[src/rtl/bus_sram_responder_pkg.sv]
// ---------------------------------------------------------------------------
// bus_sram_responder_pkg
// Shared definitions for the bus-to-asynchronous-SRAM responder: the FSM state
// encoding and the default base of the reserved (non-SRAM) address window.
// ---------------------------------------------------------------------------
package bus_sram_responder_pkg;

  // Access sequencing states
  typedef enum logic [1:0] {
    IDLE   = 2'd0,
    SETUP  = 2'd1,
    STROBE = 2'd2,
    ACK    = 2'd3
  } state_e;

  // Addresses from this value up to 16'hFFFF are not backed by SRAM
  localparam logic [15:0] EXCL_BASE_DEFAULT = 16'hFFF0;

endpackage

[src/rtl/bus_sram_responder.sv]
// ---------------------------------------------------------------------------
// bus_sram_responder
// Turns a simple held-request bus access into a timed asynchronous SRAM
// cycle: one setup cycle, WAIT_STATES+1 strobe cycles and one ack cycle.
// Accesses to the reserved window EXCL_BASE..16'hFFFF never touch the SRAM
// and are acknowledged one cycle after the request is latched.
//
// Parameters
//   WAIT_STATES   extra strobe cycles per access (0..15)
//   EXCL_BASE     first address of the reserved window
// Ports
//   i_clk         clock, rising edge
//   i_reset       synchronous active-low reset
//   i_cs          access request, held by the master until o_ack
//   i_we          1 = write, 0 = read
//   i_addr        bus address
//   i_dat         bus write data
//   o_dat         registered read data
//   o_ack         one-cycle completion pulse
//   o_sram_addr   registered SRAM address
//   o_sram_dat    SRAM write data
//   o_sram_dat_oe SRAM data bus drive enable
//   i_sram_dat    SRAM read data
//   o_sram_ce_n   SRAM chip enable, active low
//   o_sram_oe_n   SRAM output enable, active low
//   o_sram_we_n   SRAM write enable, active low
// ---------------------------------------------------------------------------
module bus_sram_responder
  import bus_sram_responder_pkg::*;
#(
  parameter int unsigned WAIT_STATES = 2,
  parameter logic [15:0] EXCL_BASE   = EXCL_BASE_DEFAULT
) (
  input  logic        i_clk,
  input  logic        i_reset,
  input  logic        i_cs,
  input  logic        i_we,
  input  logic [15:0] i_addr,
  input  logic [7:0]  i_dat,
  output logic [7:0]  o_dat,
  output logic        o_ack,
  output logic [15:0] o_sram_addr,
  output logic [7:0]  o_sram_dat,
  output logic        o_sram_dat_oe,
  input  logic [7:0]  i_sram_dat,
  output logic        o_sram_ce_n,
  output logic        o_sram_oe_n,
  output logic        o_sram_we_n
);

  localparam logic [3:0] WsLoad = 4'(WAIT_STATES);

  state_e      state_q;
  logic [3:0]  cnt_q;
  logic        we_q;
  logic [7:0]  dat_q;
  logic        ack_q;
  logic [15:0] sram_addr_q;
  logic [7:0]  sram_dat_q;
  logic        dat_oe_q;
  logic        ce_n_q;
  logic        oe_n_q;
  logic        we_n_q;

  // Every strobe is registered and set on the edge that enters the state it
  // belongs to, so the SRAM pins are glitch-free and line up with the state.
  always_ff @(posedge i_clk) begin
    if (!i_reset) begin
      state_q     <= IDLE;
      cnt_q       <= 4'd0;
      we_q        <= 1'b0;
      dat_q       <= 8'h00;
      ack_q       <= 1'b0;
      sram_addr_q <= 16'h0000;
      sram_dat_q  <= 8'h00;
      dat_oe_q    <= 1'b0;
      ce_n_q      <= 1'b1;
      oe_n_q      <= 1'b1;
      we_n_q      <= 1'b1;
    end else begin
      ack_q <= 1'b0;
      case (state_q)
        IDLE: begin
          if (i_cs) begin
            we_q        <= i_we;
            sram_addr_q <= i_addr;
            if (i_addr >= EXCL_BASE) begin
              // Reserved window: no SRAM cycle, reads return zero
              state_q <= ACK;
              ack_q   <= 1'b1;
              if (!i_we) begin
                dat_q <= 8'h00;
              end
            end else begin
              state_q    <= SETUP;
              sram_dat_q <= i_dat;
              ce_n_q     <= 1'b0;
              oe_n_q     <= i_we;
              dat_oe_q   <= i_we;
              we_n_q     <= 1'b1;
            end
          end
        end
        SETUP: begin
          state_q <= STROBE;
          cnt_q   <= WsLoad;
          we_n_q  <= ~we_q;
        end
        STROBE: begin
          if (cnt_q == 4'd0) begin
            state_q <= ACK;
            ack_q   <= 1'b1;
            oe_n_q  <= 1'b1;
            // we_n rises while data is still driven, giving a hold cycle
            we_n_q  <= 1'b1;
            if (!we_q) begin
              dat_q <= i_sram_dat;
            end
          end else begin
            cnt_q <= cnt_q - 4'd1;
          end
        end
        ACK: begin
          state_q  <= IDLE;
          ce_n_q   <= 1'b1;
          oe_n_q   <= 1'b1;
          we_n_q   <= 1'b1;
          dat_oe_q <= 1'b0;
        end
        default: begin
          state_q <= IDLE;
        end
      endcase
    end
  end

  assign o_dat         = dat_q;
  assign o_ack         = ack_q;
  assign o_sram_addr   = sram_addr_q;
  assign o_sram_dat    = sram_dat_q;
  assign o_sram_dat_oe = dat_oe_q;
  assign o_sram_ce_n   = ce_n_q;
  assign o_sram_oe_n   = oe_n_q;
  assign o_sram_we_n   = we_n_q;

endmodule

[config.mk]
export PLATFORM = sky130hd
export DESIGN_NAME = bus_sram_responder
export DESIGN_NICKNAME = d
export VERILOG_FILES = /design/src/rtl/bus_sram_responder_pkg.sv /design/src/rtl/bus_sram_responder.sv
export SDC_FILE = /design/constraint.sdc
export NUM_CORES = 1
export LEC_CHECK = 0
export CAP_MARGIN = 20
export CORE_ASPECT_RATIO = 1.75
export CORE_MARGIN = 4
export CORE_UTILIZATION = 28
export CTS_CLUSTER_SIZE = 28
export DETAILED_ROUTE_END_ITERATION = 16
export SLEW_MARGIN = 10
export SYNTH_ARGS = -nofsm -noshare
export SYNTH_HDL_FRONTEND = slang
export SYNTH_SLANG_ARGS = --single-unit
[constraint.sdc]
create_clock -name i_clk -period 5.15 [get_ports i_clk]
set_input_delay 0.515 -clock i_clk [delete_from_list [all_inputs] [get_ports i_clk]]
set_output_delay 0.515 -clock i_clk [all_outputs]
set_load 0.05 [all_outputs]
# --- After elaboration in Yosys (flattened, before gate mapping) ---
# Cells that the tools add are included.
classes:
  add_sub_neg: 1
  n_lt_le_gt_ge: 1
  eq_ne: 10
  muxes: 27
  bitwise: 2
  reduce_logical: 14
op_table:
  columns: ["operator", "n"]
  rows:
  - ["$mux 8", 5]
  - ["$ge 16x16->1 const B", 1]
  - ["$pmux 8 s2", 1]
  - ["$ne 2x2->1 const B", 7]
  - ["$mux 1", 10]
  - ["$reduce_and 3->1", 3]
  - ["$pmux 2 s4", 1]
  - ["$pmux 4 s2", 1]
  - ["$mux 2", 3]
  - ["$pmux 1 s2", 3]
  - ["$reduce_and 2->1", 3]
  - ["$reduce_and 6->1", 1]
  - ["$reduce_bool 2->1", 3]
  - ["$eq 2x2->1 const B", 2]
  - ["$logic_not 4->1", 1]
  - ["$mux 4", 1]
  - ["$pmux 1 s4", 1]
  - ["$reduce_and 4->1", 1]
  - ["$sub 4x1->4 const B", 1]
  - ["$pmux 1 s3", 1]
  - ["$reduce_bool 3->1", 1]
  - ["$eq 2x1->1 const B", 1]
  - ["$logic_not 2->1", 1]
  - ["$not 1->1", 2]
totals:
  register_bits: 44
  in_bits: 36
  elab_cells: 66

# --- Longest topological paths before layout ---
depth:
  depth_word: 4
  mapped_depth: 9
  ltp_nobuf: 6

# --- Worst setup path after synthesis ---
# No wires, ideal clock.
synth_path:
  path_type: "register -> register"
  startpoint: "register state_q[0]"
  endpoint: "register sram_dat_q[0], in the netlist o_sram_dat[0]"
  t_arrival_ps: 1561
  slack_ps: 3462
  path_stages_with_launch: 10
  n_path_buf: 3
  path_cell_list: "dfxtp_1 > inv_1 > ha_1 > buf_4 > and2_1 > buf_4 > o31ai_4 > buf_4 > mux2i_1 > nor2_1"
synth_via:
  elab_chain_len: 2
synth_rtl:
  columns: ["element", "line_no", "source"]
  rows:
  - ["start: declaration", "bus_sram_responder.sv:53", "state_e state_q;"]
  - ["start signal: assignment", "bus_sram_responder.sv:69", "state_q <= IDLE;"]
  - ["start signal: assignment", "bus_sram_responder.sv:89", "state_q <= ACK;"]
  - ["start signal: assignment", "bus_sram_responder.sv:95", "state_q <= SETUP;"]
  - ["$logic_not 2->1", "bus_sram_responder.sv:82", "case (state_q)"]
  - ["$reduce_and 3->1 (no source line)", null, null]
  - ["end signal: assignment", "bus_sram_responder.sv:96", "sram_dat_q <= i_dat;"]
  - ["end: declaration", "bus_sram_responder.sv:59", "logic [7:0] sram_dat_q;"]
# No other way between the ends.
# A chain may end at the register's enable or synchronous reset.

# --- Final worst setup path ---
layout_path:
  startpoint: "register state_q[0]"
  endpoint: "register dat_oe_q, in the netlist o_sram_dat_oe"
layout_via:
  elab_chain_len: 3
layout_rtl:
  columns: ["element", "line_no", "source"]
  rows:
  - ["$eq 2x2->1 / $logic_not 2->1 (equally long branches)", "bus_sram_responder.sv:82", null]
  - ["$reduce_bool 2->1 (no source line) / $ne 2x2->1 (equally long branches)", null, null]
  - ["$reduce_and 3->1 (no source line)", null, null]
  - ["end signal: assignment", "bus_sram_responder.sv:99", "dat_oe_q <= i_we;"]
  - ["end: declaration", "bus_sram_responder.sv:60", "logic dat_oe_q;"]
# Several ways; a longest one is shown, not always the timed one.

==> impl_results.md <==
* Worst-path maximum fanout at 19
* CP startpoint: state_q[0]
* Post-CTS Setup Inserts at 0
* Cell accounting for the most synthesized area: dfxtp_1
* Required time worst endpoint at 5340 ps
* Final net count at 318
* RSZ-0062 raised after global routing: false
* DR pass1 iterations at 4
* Post-synth EDFFs at 0
* GRT Util Overall at 0.115
* H-tree depth at 2
* CTS buffer count at 5
* Crit Reg-Reg Startpoint: state_q[0]
* Max VDD drop at approximately 0.00021 V
* Global-route wire length before repair at 7.57 mm
* Iteration-0 DRC Markers at 74
* Cell Area, Placed at 2660 um^2
* Dominant cell by count in the synthesized netlist: nand2_1
* PortBufs at 72
* DIE AREA at slightly above 8000 um^2
* DRC viols at 0
* Max Transition Viols Final at 0
* Die Height at ~120 um
* Mapped Area at 1890 um^2
* Gpl congestion at 0.765
* Sequential area share after synthesis at 0.467
* Ports at between 70 and 80
* Cells after Synth at roughly 210
* Final setup fails at 0
* Fin crit period at approximately 2500 ps
* CTS Root Cell: clkbuf_16
* Layout filler cell count at 669
* Synthesized flop and latch total at 44
* Vias in the first global route at 1634
* Vias per cell at between 4 and 5
* Syn Area/Cell at 9.08 um^2
* CTS tree: built
* Final hold viol count at 0
* Reg2reg path depth at 6
* FF-to-FF setup slack at about 2700 ps
* Reg-to-reg endpoint: o_sram_dat_oe
* DIE WIDTH at between 70 and 80 um
* Top cell type's share of synthesized area at 0.467
* Syn. warnings at 0
* Power density cells at 498 nW/um^2
* Core footprint at 6540 um^2
* Worst Hold Launch: o_sram_addr[14]
* Slew headroom at 0.364
* CP Capture Type: flop
* Max_cap viols at 0
* Clock tree buffer depth at 2
* Syn nets at 250
* Post-Route Setup TNS at 0 ps
* Detailed-route wire length per cell at 12.9 um
* Hold_ws at roughly 450 ps
* Pleak at 1.09 nW
* Share of layout cells above drive strength 1 at 0.0650
* Resize count post-CTS at 0
* Via Count at 1637
* Initial antenna violation count at 0
* Area Growth Syn to Fin at 48.8%
* Worst Setup EP: o_sram_dat_oe
* Antenna-violating nets left at 0
* Clk_lat worst skew at about 280 ps
* Ys async rst share at 0
* Setup Crit Path Kind: flop to flop
* Ranking of synthesized cells by area: dfxtp_1 47%, nand2_1 9.3%, mux2i_1 8.5%, a21oi_1 6.1%, ha_1 4.0%
* Cts hold-fix bufs at 0
* CTS clk-pin slew, worst paths at 60 ps
* Critical path launch point type: flop
* Final worst-path cycle share at 0.479
* Most frequent cells after synthesis: 47 x nand2_1, 44 x dfxtp_1, 23 x a21oi_1, 16 x mux2i_1, 11 x nor2_1
* Diode count at 0
* Outcome: complete, no violations
* Initial Utilization at 0.289
* Site Rows at 39
* Setup Skew at around 3.9 ps
* Clk sinks at between 40 and 50
* WL final at 4.63 mm
* Post-synth cell types at 36
* GR Overflow Total at 0
* Worst min-delay path class: flop to flop
* Critical path arrival at 2660 ps
* Final instance area at 2810 um^2
* Synth Flop Type: dfxtp_1
* Worst Tran Pin Value at 953 ps
* Max Clk Rate at 406 MHz
* Largest net degree at the start of global routing at 33
* Final HPWL DP at around 3.4 mm
* Total Power at 1.40 mW
==> critical path: stages (launching register included) <==
cell and delay (ps):
dfxtp_1 340, inv_1 90, ha_1 350, and2_1 640
o31ai_4 350, or3b_1 440, a31oi_1 160
==> layout by cell type, fill, tap and decap left out <==
cell and instances:
clkdlybuf4s50_1 72, nand2_1 47, dfxtp_1 44, a21oi_1 23
mux2i_1 16, nor2_1 11, nand3_1 10, inv_1 8
ha_1 6, clkbuf_16 5, a211oi_1 2, and2_1 2
nor3_1 2, nand4_1 2, o21ai_0 2, nand3b_1 2
or3b_4 1, and3_2 1, or2_2 1, o21a_1 1
a2bb2oi_4 1, nand4_2 1, o31ai_4 1, o41ai_2 1
nor2b_1 1, o221a_2 1, nor4_1 1, a22oi_1 1
or3b_1 1, a31oi_1 1, nor3_2 1, o2111ai_4 1
a221o_1 1, o221ai_1 1, nand2b_1 1, mux2_4 1
clkinvlp_4 1, clkbuf_8 1, clkbuf_1 1
==> registers in the layout, summed over array words and instances (netlist names) <==
signal / flops
cnt_q: 4
o_ack: 1
o_dat: 8
o_sram_addr: 16
o_sram_ce_n: 1
o_sram_dat: 8
o_sram_dat_oe: 1
o_sram_oe_n: 1
o_sram_we_n: 1
state_q: 2
we_q: 1
==> final cells by class <==
| class | instances | area [um^2] | share of cell area |
|---|---|---|---|
| clock buffers | 7 | 143 | 0.0508 |
| clock inverters | 1 | 7.51 | 0.00267 |
| inverters | 8 | 30.0 | 0.0107 |
| multi-input cells | 145 | 925 | 0.329 |
| flip-flops and latches | 44 | 881 | 0.314 |
| well taps | 82 | 103 | 0.0365 |
| repair buffers | 72 | 721 | 0.257 |
==> worst min-delay path by stage <==
stage / endpoint / slack [ps] / cells after the start
5_1_grt: o_sram_addr[9] / 470 / 2
3_5_place_dp: o_sram_addr[9] / 450 / 2
4_1_cts: o_sram_addr[9] / 460 / 2
6_report: o_sram_addr[14] / 450 / 2
3_3_place_gp: o_sram_addr[12] / 440 / 2
2_1_floorplan: we_q / 450 / 2
==> per-stage QoR <==
| stage | worst slack [ps] | instances | utilization |
|---|---|---|---|
| floorplan | 3460 | 208 | - |
| global placement | 2480 | 351 | 0.407 |
| detailed placement | 2410 | 351 | 0.407 |
| CTS | 2670 | 359 | 0.430 |
| global route | 2480 | 359 | 0.430 |
| finish | 2680 | 359 | 0.430 |
==> kinds of logic (layout without fill, tap and decap cells) <==
kind of cell | count (synthesis) | after routing | synth area share
compound gates | 37 | 37 | 0.149
fa+ha+maj | 6 | 6 | 0.0398
buf+inv | 19 | 88 | 0.0437
flops | 44 | 44 | 0.467
mux | 17 | 17 | 0.0928
simple gates | 85 | 85 | 0.208
==> where the power goes <==
| part | leakage, nW | internal, mW | switching (mW) |
|---|---|---|---|
| Combinational | 0.664 | 0.241 | 0.402 |
| Clock | 0.0701 | 0.193 | 0.122 |
| Sequential | 0.360 | 0.402 | 0.0376 |
==> routing by layer <==
metal | routed length (um) | up-vias | track usage
li1 | - | 843 | -
met1 | 1930 | 743 | 0.126
met2 | 2380 | 47 | 0.207
met3 | 255 | 4 | 0.0310
met4 | 70 | 0 | 0.0499
met5 | 0 | - | 0
Power figures use the tool's default switching activity.
